--- config.mk ---
export PLATFORM = sky130hd
export DESIGN_NAME = alu_sequencer_flat
export DESIGN_NICKNAME = d
export VERILOG_FILES = /design/src/rtl/alu_pkg.sv /design/src/rtl/alu_sequencer_if.sv /design/src/rtl/seq_settle_cnt.sv /design/src/rtl/alu_sequencer.sv /design/src/flat_wrapper.sv
export SDC_FILE = /design/constraint.sdc
export NUM_CORES = 1
export LEC_CHECK = 0
export ABC_AREA = 1
export CORE_UTILIZATION = 44
export CTS_BUF_LIST = sky130_fd_sc_hd__clkbuf_2 sky130_fd_sc_hd__clkbuf_4 sky130_fd_sc_hd__clkbuf_8
export CTS_CLUSTER_DIAMETER = 40
export DETAILED_ROUTE_END_ITERATION = 12
export PLACE_DENSITY = 0.89
export SYNTH_ARGS = -nofsm -noshare
export SYNTH_HDL_FRONTEND = slang
export SYNTH_SLANG_ARGS = --single-unit
--- constraint.sdc ---
create_clock -name clk -period 5.4 [get_ports clk]
set_input_delay 0.54 -clock clk [delete_from_list [all_inputs] [get_ports clk]]
set_output_delay 0.54 -clock clk [all_outputs]
set_load 0.02 [all_outputs]
--- src/rtl/alu_pkg.sv ---
// Shared opcodes, FSM state type and default width for the ALU sequencer slice.
package alu_pkg;

    localparam int unsigned DEFAULT_WIDTH = 16;

    localparam logic [3:0] OP_ADD = 4'h0;
    localparam logic [3:0] OP_SUB = 4'h1;
    localparam logic [3:0] OP_MUL = 4'h2;
    localparam logic [3:0] OP_DIV = 4'h3;
    localparam logic [3:0] OP_MOD = 4'h4;

    typedef enum logic [1:0] {
        IDLE  = 2'd0,
        ISSUE = 2'd1,
        RESP  = 2'd2
    } state_t;

endpackage

--- src/rtl/alu_sequencer_if.sv ---
// Command and response valid/ready channels of the ALU sequencer.
interface alu_sequencer_if
    import alu_pkg::*;
#(
    parameter int unsigned WIDTH = DEFAULT_WIDTH
);

    logic               cmd_valid;
    logic               cmd_ready;
    logic [3:0]         cmd_op;
    logic               cmd_load;
    logic [WIDTH-1:0]   cmd_data;
    logic               rsp_valid;
    logic               rsp_ready;
    logic [2*WIDTH-1:0] rsp_result;
    logic               rsp_err;

    modport master (
        output cmd_valid, cmd_op, cmd_load, cmd_data, rsp_ready,
        input  cmd_ready, rsp_valid, rsp_result, rsp_err
    );

    modport slave (
        input  cmd_valid, cmd_op, cmd_load, cmd_data, rsp_ready,
        output cmd_ready, rsp_valid, rsp_result, rsp_err
    );

endinterface

--- src/rtl/seq_settle_cnt.sv ---
// 4-bit settle down-counter: loaded on issue, decremented while enabled, done at zero.
module seq_settle_cnt
    import alu_pkg::*;
(
    input  logic       clk,
    input  logic       rst,
    input  logic       load,
    input  logic [3:0] load_val,
    input  logic       dec,
    output logic       done
);

    logic [3:0] count;

    always_ff @(posedge clk or posedge rst) begin
        if (rst) begin
            count <= '0;
        end else if (load) begin
            count <= load_val;
        end else if (dec && (count != '0)) begin
            count <= count - 4'd1;
        end
    end

    assign done = (count == '0);

endmodule

--- src/rtl/alu_sequencer.sv ---
// Accumulator-based command sequencer driving a combinational ALU with a settle delay.
module alu_sequencer
    import alu_pkg::*;
#(
    parameter int unsigned WIDTH  = DEFAULT_WIDTH,
    parameter int unsigned SETTLE = 1
) (
    input  logic               clk,
    input  logic               rst,
    alu_sequencer_if.slave     bus,
    output logic [WIDTH-1:0]   alu_in1,
    output logic [WIDTH-1:0]   alu_in2,
    output logic [3:0]         alu_op,
    input  logic [2*WIDTH-1:0] alu_out,
    input  logic               alu_err,
    output logic [WIDTH-1:0]   acc,
    output logic               err_sticky
);

    localparam logic [3:0] SETTLE_LOAD = 4'(SETTLE - 1);

    state_t state;
    logic   accept;
    logic   settle_done;

    assign accept = bus.cmd_valid && bus.cmd_ready;

    seq_settle_cnt u_settle (
        .clk      (clk),
        .rst      (rst),
        .load     (accept && !bus.cmd_load),
        .load_val (SETTLE_LOAD),
        .dec      (state == ISSUE),
        .done     (settle_done)
    );

    // cmd_ready/rsp_valid are registered copies of the state decode, so they
    // are updated alongside every state transition below.
    always_ff @(posedge clk or posedge rst) begin
        if (rst) begin
            state          <= IDLE;
            bus.cmd_ready  <= '0;
            bus.rsp_valid  <= '0;
            bus.rsp_result <= '0;
            bus.rsp_err    <= '0;
            alu_in1        <= '0;
            alu_in2        <= '0;
            alu_op         <= '0;
            acc            <= '0;
            err_sticky     <= '0;
        end else begin
            case (state)
                IDLE: begin
                    if (accept) begin
                        bus.cmd_ready <= '0;
                        if (bus.cmd_load) begin
                            acc            <= bus.cmd_data;
                            err_sticky     <= '0;
                            bus.rsp_result <= {{WIDTH{1'b0}}, bus.cmd_data};
                            bus.rsp_err    <= '0;
                            bus.rsp_valid  <= '1;
                            state          <= RESP;
                        end else begin
                            alu_in1 <= acc;
                            alu_in2 <= bus.cmd_data;
                            alu_op  <= bus.cmd_op;
                            state   <= ISSUE;
                        end
                    end else begin
                        bus.cmd_ready <= '1;
                    end
                end
                ISSUE: begin
                    if (settle_done) begin
                        bus.rsp_result <= alu_out;
                        bus.rsp_err    <= alu_err;
                        if (alu_err) begin
                            err_sticky <= '1;
                        end else begin
                            acc <= alu_out[WIDTH-1:0];
                        end
                        bus.rsp_valid <= '1;
                        state         <= RESP;
                    end
                end
                RESP: begin
                    if (bus.rsp_ready) begin
                        bus.rsp_valid <= '0;
                        bus.cmd_ready <= '1;
                        state         <= IDLE;
                    end
                end
                default: begin
                    bus.cmd_ready <= '0;
                    bus.rsp_valid <= '0;
                    state         <= IDLE;
                end
            endcase
        end
    end

endmodule
--- src/flat_wrapper.sv ---
// flat-port wrapper written by rule: the top's interface ports become plain ports
module alu_sequencer_flat import alu_pkg::*;
#(
    parameter int unsigned WIDTH  = DEFAULT_WIDTH,
    parameter int unsigned SETTLE = 1
)
  (clk, rst, alu_in1, alu_in2, alu_op, alu_out, alu_err, acc, err_sticky, bus_cmd_valid, bus_cmd_op, bus_cmd_load, bus_cmd_data, bus_rsp_ready, bus_cmd_ready, bus_rsp_valid, bus_rsp_result, bus_rsp_err);
  alu_sequencer_if #(.WIDTH(WIDTH)) bus_i ();
  input  logic clk;
  input  logic rst;
  output logic [WIDTH-1:0] alu_in1;
  output logic [WIDTH-1:0] alu_in2;
  output logic [3:0] alu_op;
  input  logic [2*WIDTH-1:0] alu_out;
  input  logic alu_err;
  output logic [WIDTH-1:0] acc;
  output logic err_sticky;
  input wire logic [$bits(bus_i.cmd_valid)-1:0] bus_cmd_valid;
  input wire logic [$bits(bus_i.cmd_op)-1:0] bus_cmd_op;
  input wire logic [$bits(bus_i.cmd_load)-1:0] bus_cmd_load;
  input wire logic [$bits(bus_i.cmd_data)-1:0] bus_cmd_data;
  input wire logic [$bits(bus_i.rsp_ready)-1:0] bus_rsp_ready;
  output wire logic [$bits(bus_i.cmd_ready)-1:0] bus_cmd_ready;
  output wire logic [$bits(bus_i.rsp_valid)-1:0] bus_rsp_valid;
  output wire logic [$bits(bus_i.rsp_result)-1:0] bus_rsp_result;
  output wire logic [$bits(bus_i.rsp_err)-1:0] bus_rsp_err;
  assign bus_i.cmd_valid = bus_cmd_valid;
  assign bus_i.cmd_op = bus_cmd_op;
  assign bus_i.cmd_load = bus_cmd_load;
  assign bus_i.cmd_data = bus_cmd_data;
  assign bus_i.rsp_ready = bus_rsp_ready;
  assign bus_cmd_ready = bus_i.cmd_ready;
  assign bus_rsp_valid = bus_i.rsp_valid;
  assign bus_rsp_result = bus_i.rsp_result;
  assign bus_rsp_err = bus_i.rsp_err;
  alu_sequencer #(.WIDTH(WIDTH), .SETTLE(SETTLE)) u_core (.clk(clk), .rst(rst), .bus(bus_i), .alu_in1(alu_in1), .alu_in2(alu_in2), .alu_op(alu_op), .alu_out(alu_out), .alu_err(alu_err), .acc(acc), .err_sticky(err_sticky));
endmodule
; Word-level counts from Yosys, hierarchy flattened
; Index checks and enable logic that the tools add are counted.
[word_totals]
word_cells = 69
output_inout_bits = 88
regBits = 94
[op_classes]
eq_ne = 8
n_bitwise = 2
n_addsub = 1
muxes = 31
reduce_logical = 16
[ops]
columns = cell, n
row1 = $mux 32, 3
row2 = $mux 16, 4
row3 = $pmux 32 s2, 1
row4 = $pmux 16 s2, 1
row5 = $mux 1, 11
row6 = $reduce_and 5->1, 2
row7 = $mux 2, 4
row8 = $mux 4, 2
row9 = $ne 2x2->1 const B, 4
row10 = $reduce_and 4->1, 2
row11 = $pmux 1 s3, 2
row12 = $pmux 2 s3, 1
row13 = $reduce_and 3->1, 2
row14 = $logic_not 4->1, 1
row15 = $ne 2x1->1 const B, 2
row16 = $pmux 1 s2, 2
row17 = $reduce_bool 2->1, 2
row18 = $reduce_bool 4->1, 1
row19 = $sub 4x1->4 const B, 1
row20 = $logic_and 1x1->1, 3
row21 = $eq 2x1->1 const B, 1
row22 = $eq 2x2->1 const B, 1
row23 = $logic_not 2->1, 1
row24 = $not 1->1, 2
row25 = other kinds (2), 2

; Longest topological paths before layout
[depth]
ltp_word = 4
depth_mapped = 9

; By module
; From an unflattened synthesis, not the netlist that was laid out.
[hier_totals]
hier_cells = 505
hier_area_um2 = 4224.1
[modules_own_cells]
columns = mod, cells_each, instances, area_each_um2
row1 = alu_sequencer, 458, 1, 3925.0
row2 = seq_settle_cnt, 47, 1, 299.0

; Least setup slack after synthesis
; Ideal clock, no wire load.
[synth_path]
path_type = reg-to-reg
start = register u_core.u_settle.count[0]
end = register u_core.acc[0]
slack_ns = 3.817
required_time_ns = 5.283
setup_ns = 0.117
synth_period_minus_slack_ns = 1.583
path_buffers = 1
path_stages_with_launch = 9
arrival_time_ns = 1.466
cell_sequence = dfrtp_1 inv_1 ha_1 nand3_1 a21oi_2 nand2_4 buf_6 nand2_1 nand2_1
[synth_via]
elab_chain_len = 3
[synth_lines]
columns = element, line
row1 = start: declaration, seq_settle_cnt.sv:13  ; logic [3:0] count;
row2 = start signal: assignment, seq_settle_cnt.sv:19  ; count <= load_val;
row3 = start signal: assignment, seq_settle_cnt.sv:21  ; count <= count - 4'd1;
row4 = $logic_not 4->1, seq_settle_cnt.sv:25  ; assign done = (count == '0);
row5 = $ne 2x1->1 (no line), -
row6 = $reduce_and 5->1 (no line), -
row7 = end signal: assignment, alu_sequencer.sv:57  ; acc <= bus.cmd_data;
row8 = end signal: assignment, alu_sequencer.sv:80  ; acc <= alu_out[WIDTH-1:0];
row9 = end: declaration, alu_sequencer.sv:16  ; output logic [WIDTH-1:0] acc,
; No other way between the ends.
; A chain may end at the register's enable or synchronous reset.

; Worst setup path in the final report
[layout_path]
start = register u_core.state[0]
end = register u_core.bus.rsp_result[20]
[layout_via]
elab_chain_len = 3
[layout_lines]
columns = element, line
row1 = start: declaration, alu_sequencer.sv:22  ; state_t state;
row2 = start signal: assignment, alu_sequencer.sv:41  ; state <= IDLE;
row3 = start signal: assignment, alu_sequencer.sv:62  ; state <= RESP;
row4 = start signal: assignment, alu_sequencer.sv:67  ; state <= ISSUE;
row5 = $eq 2x1->1 or $logic_not 2->1 (tied branches), alu_sequencer.sv:52  ; case (state)
row6 = "$ne 2x1->1 (no line), or another cell as far along", -
row7 = $reduce_and 4->1 (no line), -
row8 = end signal: assignment, alu_sequencer.sv:59  ; bus.rsp_result <= {{WIDTH{1'b0}}, bus.cmd_data};
row9 = end signal: assignment, alu_sequencer.sv:75  ; bus.rsp_result <= alu_out;
row10 = end: declaration, alu_sequencer_if.sv:25  ; output cmd_ready, rsp_valid, rsp_result, rsp_err
; Parallel ways exist; a longest one is shown, timed or not.

==> run_results.csv <==
group,metric,value,unit
yosys,synth-seq-area-share,0.580,
yosys,synthAdderAreaFrac,0.00308,
setup_path,critPathCaptureType,"register",
die,ios,146,
placement,portBuffers,145,
clock_tree,cts_setup_buffers,0,
die,die_x,98.0,um
global_routing,antenna_found_initial,0,
placement,dp_hpwl,7.61,mm
cells_and_area,final_nets,678,
die,die-area,0.00961,mm^2
cells_and_area,antennaDiodeCount,0,
power_and_ir_drop,power_frac_comb,0.515,
yosys,synth_top_family_by_area,"simple AND/OR/NAND/NOR gates",
setup_path,crit_path_start_kind,"register",
routing,top_layer_used,"met4",
clock_tree,post_cts_resize_count,0,
clock_tree,cts_buffers,9,
sta,hold_viol,0,
clock_tree,clockRootBuffer,"clkbuf_8",
yosys,synth-simple-area-share,0.336,
yosys,synthMuxAreaShare,0,
yosys,synth_compound_area_frac,0.0330,
global_routing,grt_pass1_vias,3649,
routing,wire_per_inst,14.7,um
yosys,synth_cell_types,22,
yosys,synth_area,0.00406,mm^2
clock_tree,path_clk_slew,0.09,ns
yosys,synth_seq_cells,94,
global_routing,grt_max_degree,61,
routing,drcViolationCount,11,
yosys,syn_avg_cell_area,8.37,um^2
routing,totalWireLength,10.8,mm
status,violations,"DRC",
status,status,"finished, violations left",
cells_and_area,multi_input_area,0.00153,mm^2
min_path,min_path_type,"reg2reg",
routing,dr_wl_met2,5.20,mm
power_and_ir_drop,p_switching,1.63,mW
yosys,synth_xor_area_frac,0.00216,
clock_tree,cts_tree,"done",
placement,place_inst,716,
global_routing,grt.total_usage,0.233,
setup_path,worst-endpoint-arrival,2.90,ns
power_and_ir_drop,seqPwrFrac,0.325,
clock_tree,cts_buffer_depth,2,
yosys,yosys_warnings,0,
setup_path,worst_ep_required_time,5.65,ns
power_and_ir_drop,switching_share,0.429,
routing,wl_met3,904,um
sta,worst_slack,2.75,ns
sta,fin_crit,2.65,ns
sta,fin_skew,0.0117,ns
die,die_y,98.0,um
power_and_ir_drop,p_clk_frac,0.160,
power_and_ir_drop,peakVddDrop,0.270,mV
global_routing,grt_overflow_total,0,
sta,fin_crit_sh,0.490,
setup_path,crit_type,"reg2reg",
clock_tree,htreeDepth,3,
routing,drt-met1-wl,4.42,mm
power_and_ir_drop,power_leakage,2.87,nW
global_routing,grt_pass1_wl,17.8,mm
yosys,netlist_instances,485,
clock_tree,cts_hold_buf,0,
sta,worst_pin_slew,0.919,ns
clock_tree,cts.sinks,94,
sta,max_freq,0.378,GHz
setup_path,crit_fanout,51,
cells_and_area,drive_above_1_share,0.0529,
cells_and_area,nFillCells,742,
routing,vias_per_cell,5.10,
routing,detail_route.first_pass.iterations,9,
sta,slew-limit-headroom,0.387,
sta,setup_violations,0,
die,fp-row-count,34,
sta,whs,0.476,ns
die,start_util,0.461,
power_and_ir_drop,finalPower,3.80,mW
die,core_area,0.00881,mm^2
routing,num_vias,3732,
cells_and_area,fin_cells,732,
placement,dpl_worst_slack,2.74,ns
power_and_ir_drop,power_density,653,mW/mm^2
clock_tree,clock_latency,0.36,ns
cells_and_area,seqCellArea,0.00235,mm^2
run,maxCapViolCount,0,
sta,rsz0062_at_grt,"false",
routing,drt_iter0_markers,159,
sta,drv_slew,0,
sta,fin_setup_tns,0,ns
routing,ant_nets,0,
placement,gp_congestion,0.875,
yosys,syn_nets,544,
power_and_ir_drop,intPower,2.17,mW
cells_and_area,syn_to_final_growth,43.1,%
## worst paths after layout
path,depth (start not counted),start,slack (ns),to
max,5,u_core.state[0],2.75,u_core.bus.rsp_result[20]
min,2,u_core.alu_in1[10],0.48,u_core.alu_in1[10]
max reg2reg,5,u_core.state[0],2.75,u_core.bus.rsp_result[20]
min reg2reg,2,u_core.alu_in1[10],0.48,u_core.alu_in1[10]
max in group asynchronous,3,rst,3.76,u_core.alu_in2[2]
min in group asynchronous,2,rst,0.54,u_core.bus.rsp_result[16]
## synth_stat cells
library cell | n | area [um^2]
nand3_1 | 57 | 285
inv_2 | 1 | 3.75
xor2_1 | 1 | 8.76
nor2_1 | 6 | 22.5
clkbuf_1 | 8 | 30.0
o21ai_0 | 9 | 45.0
inv_1 | 13 | 48.8
buf_2 | 13 | 65.1
ha_1 | 1 | 12.5
a21oi_1 | 2 | 10.0
nand4_1 | 1 | 6.26
nand2_1 | 250 | 938
a21oi_2 | 1 | 8.76
nor2_2 | 2 | 12.5
nor2_8 | 1 | 20.0
nand2_4 | 5 | 56.3
buf_6 | 3 | 33.8
o21ai_1 | 14 | 70.1
nor2_4 | 1 | 11.3
dfrtp_1 | 94 | 2350
buf_4 | 1 | 7.51
nand3_2 | 1 | 10.0
## layout make-up
class / instances / area share
repair buffers: 148 / 0.254
clock inverters: 7 / 0.0246
flip-flops and latches: 94 / 0.405
inverters: 14 / 0.00948
multi-input cells: 352 / 0.263
clock buffers: 9 / 0.0213
well taps: 108 / 0.0233
## critical path, cell delays in order, from the launching register on
cell and delay, ns:
dfrtp_1 0.48, nor2_4 0.73, nand2_1 0.35, nand3_2 0.72
nand2_1 0.13, o21ai_1 0.13
## cell usage in the layout (no fill, tap or decap), types with 5 or more instances in the layout
master           count
clkbuf_8             9
clkdlybuf4s50_1    145
dfrtp_1             94
inv_1               12
nand2_1            250
nand2_4              5
nand3_1             57
nor2_1               5
o21ai_0              9
o21ai_1             14
## registers in the layout, summed over array words and instances, names as in the netlist
signal,flops
u_core.bus.rsp_err,1
u_core.alu_in1,16
u_core.bus.rsp_result,32
u_core.alu_in2,16
u_core.alu_op,4
u_core.bus.rsp_valid,1
u_core.err_sticky,1
u_core.u_settle.count,4
u_core.bus.cmd_ready,1
u_core.state,2
u_core.acc,16
## logic make-up after synthesis
| logic type | count (synthesis) |
|---|---|
| XOR/XNOR | 1 |
| AND/OR/NAND/NOR | 324 |
| adder cells (fa/ha/maj) | 1 |
| flip-flops | 94 |
| AO/OA/AOI/OAI | 26 |
| buffers and inverters | 39 |
## power groups by stage
stage | combinational (mW) | clock, mW | sequential, mW
final | 1.95 | 0.608 | 1.23
after CTS | 1.97 | 0.618 | 1.23
after detailed placement | 1.96 | 0 | 1.24
after floorplan | 0.798 | 0 | 1.57
after global placement | 1.89 | 0 | 1.23
after global routing | 2.12 | 0.648 | 1.27
## routing by layer
| layer | vias up | track usage |
|---|---|---|
| met2 | 187 | 0.389 |
| met4 | 0 | 0.0909 |
| met5 | - | 0 |
| li1 | 1790 | - |
| met3 | 25 | 0.0537 |
| met1 | 1730 | 0.293 |
## stage by stage
stage,instance area [um^2],util
final,5810,0.660
after global routing,5810,0.660
after CTS,5810,0.660
after detailed placement,5540,0.629
after global placement,5540,0.629
after floorplan,4060,-
(Power assumes the default switching activity.)
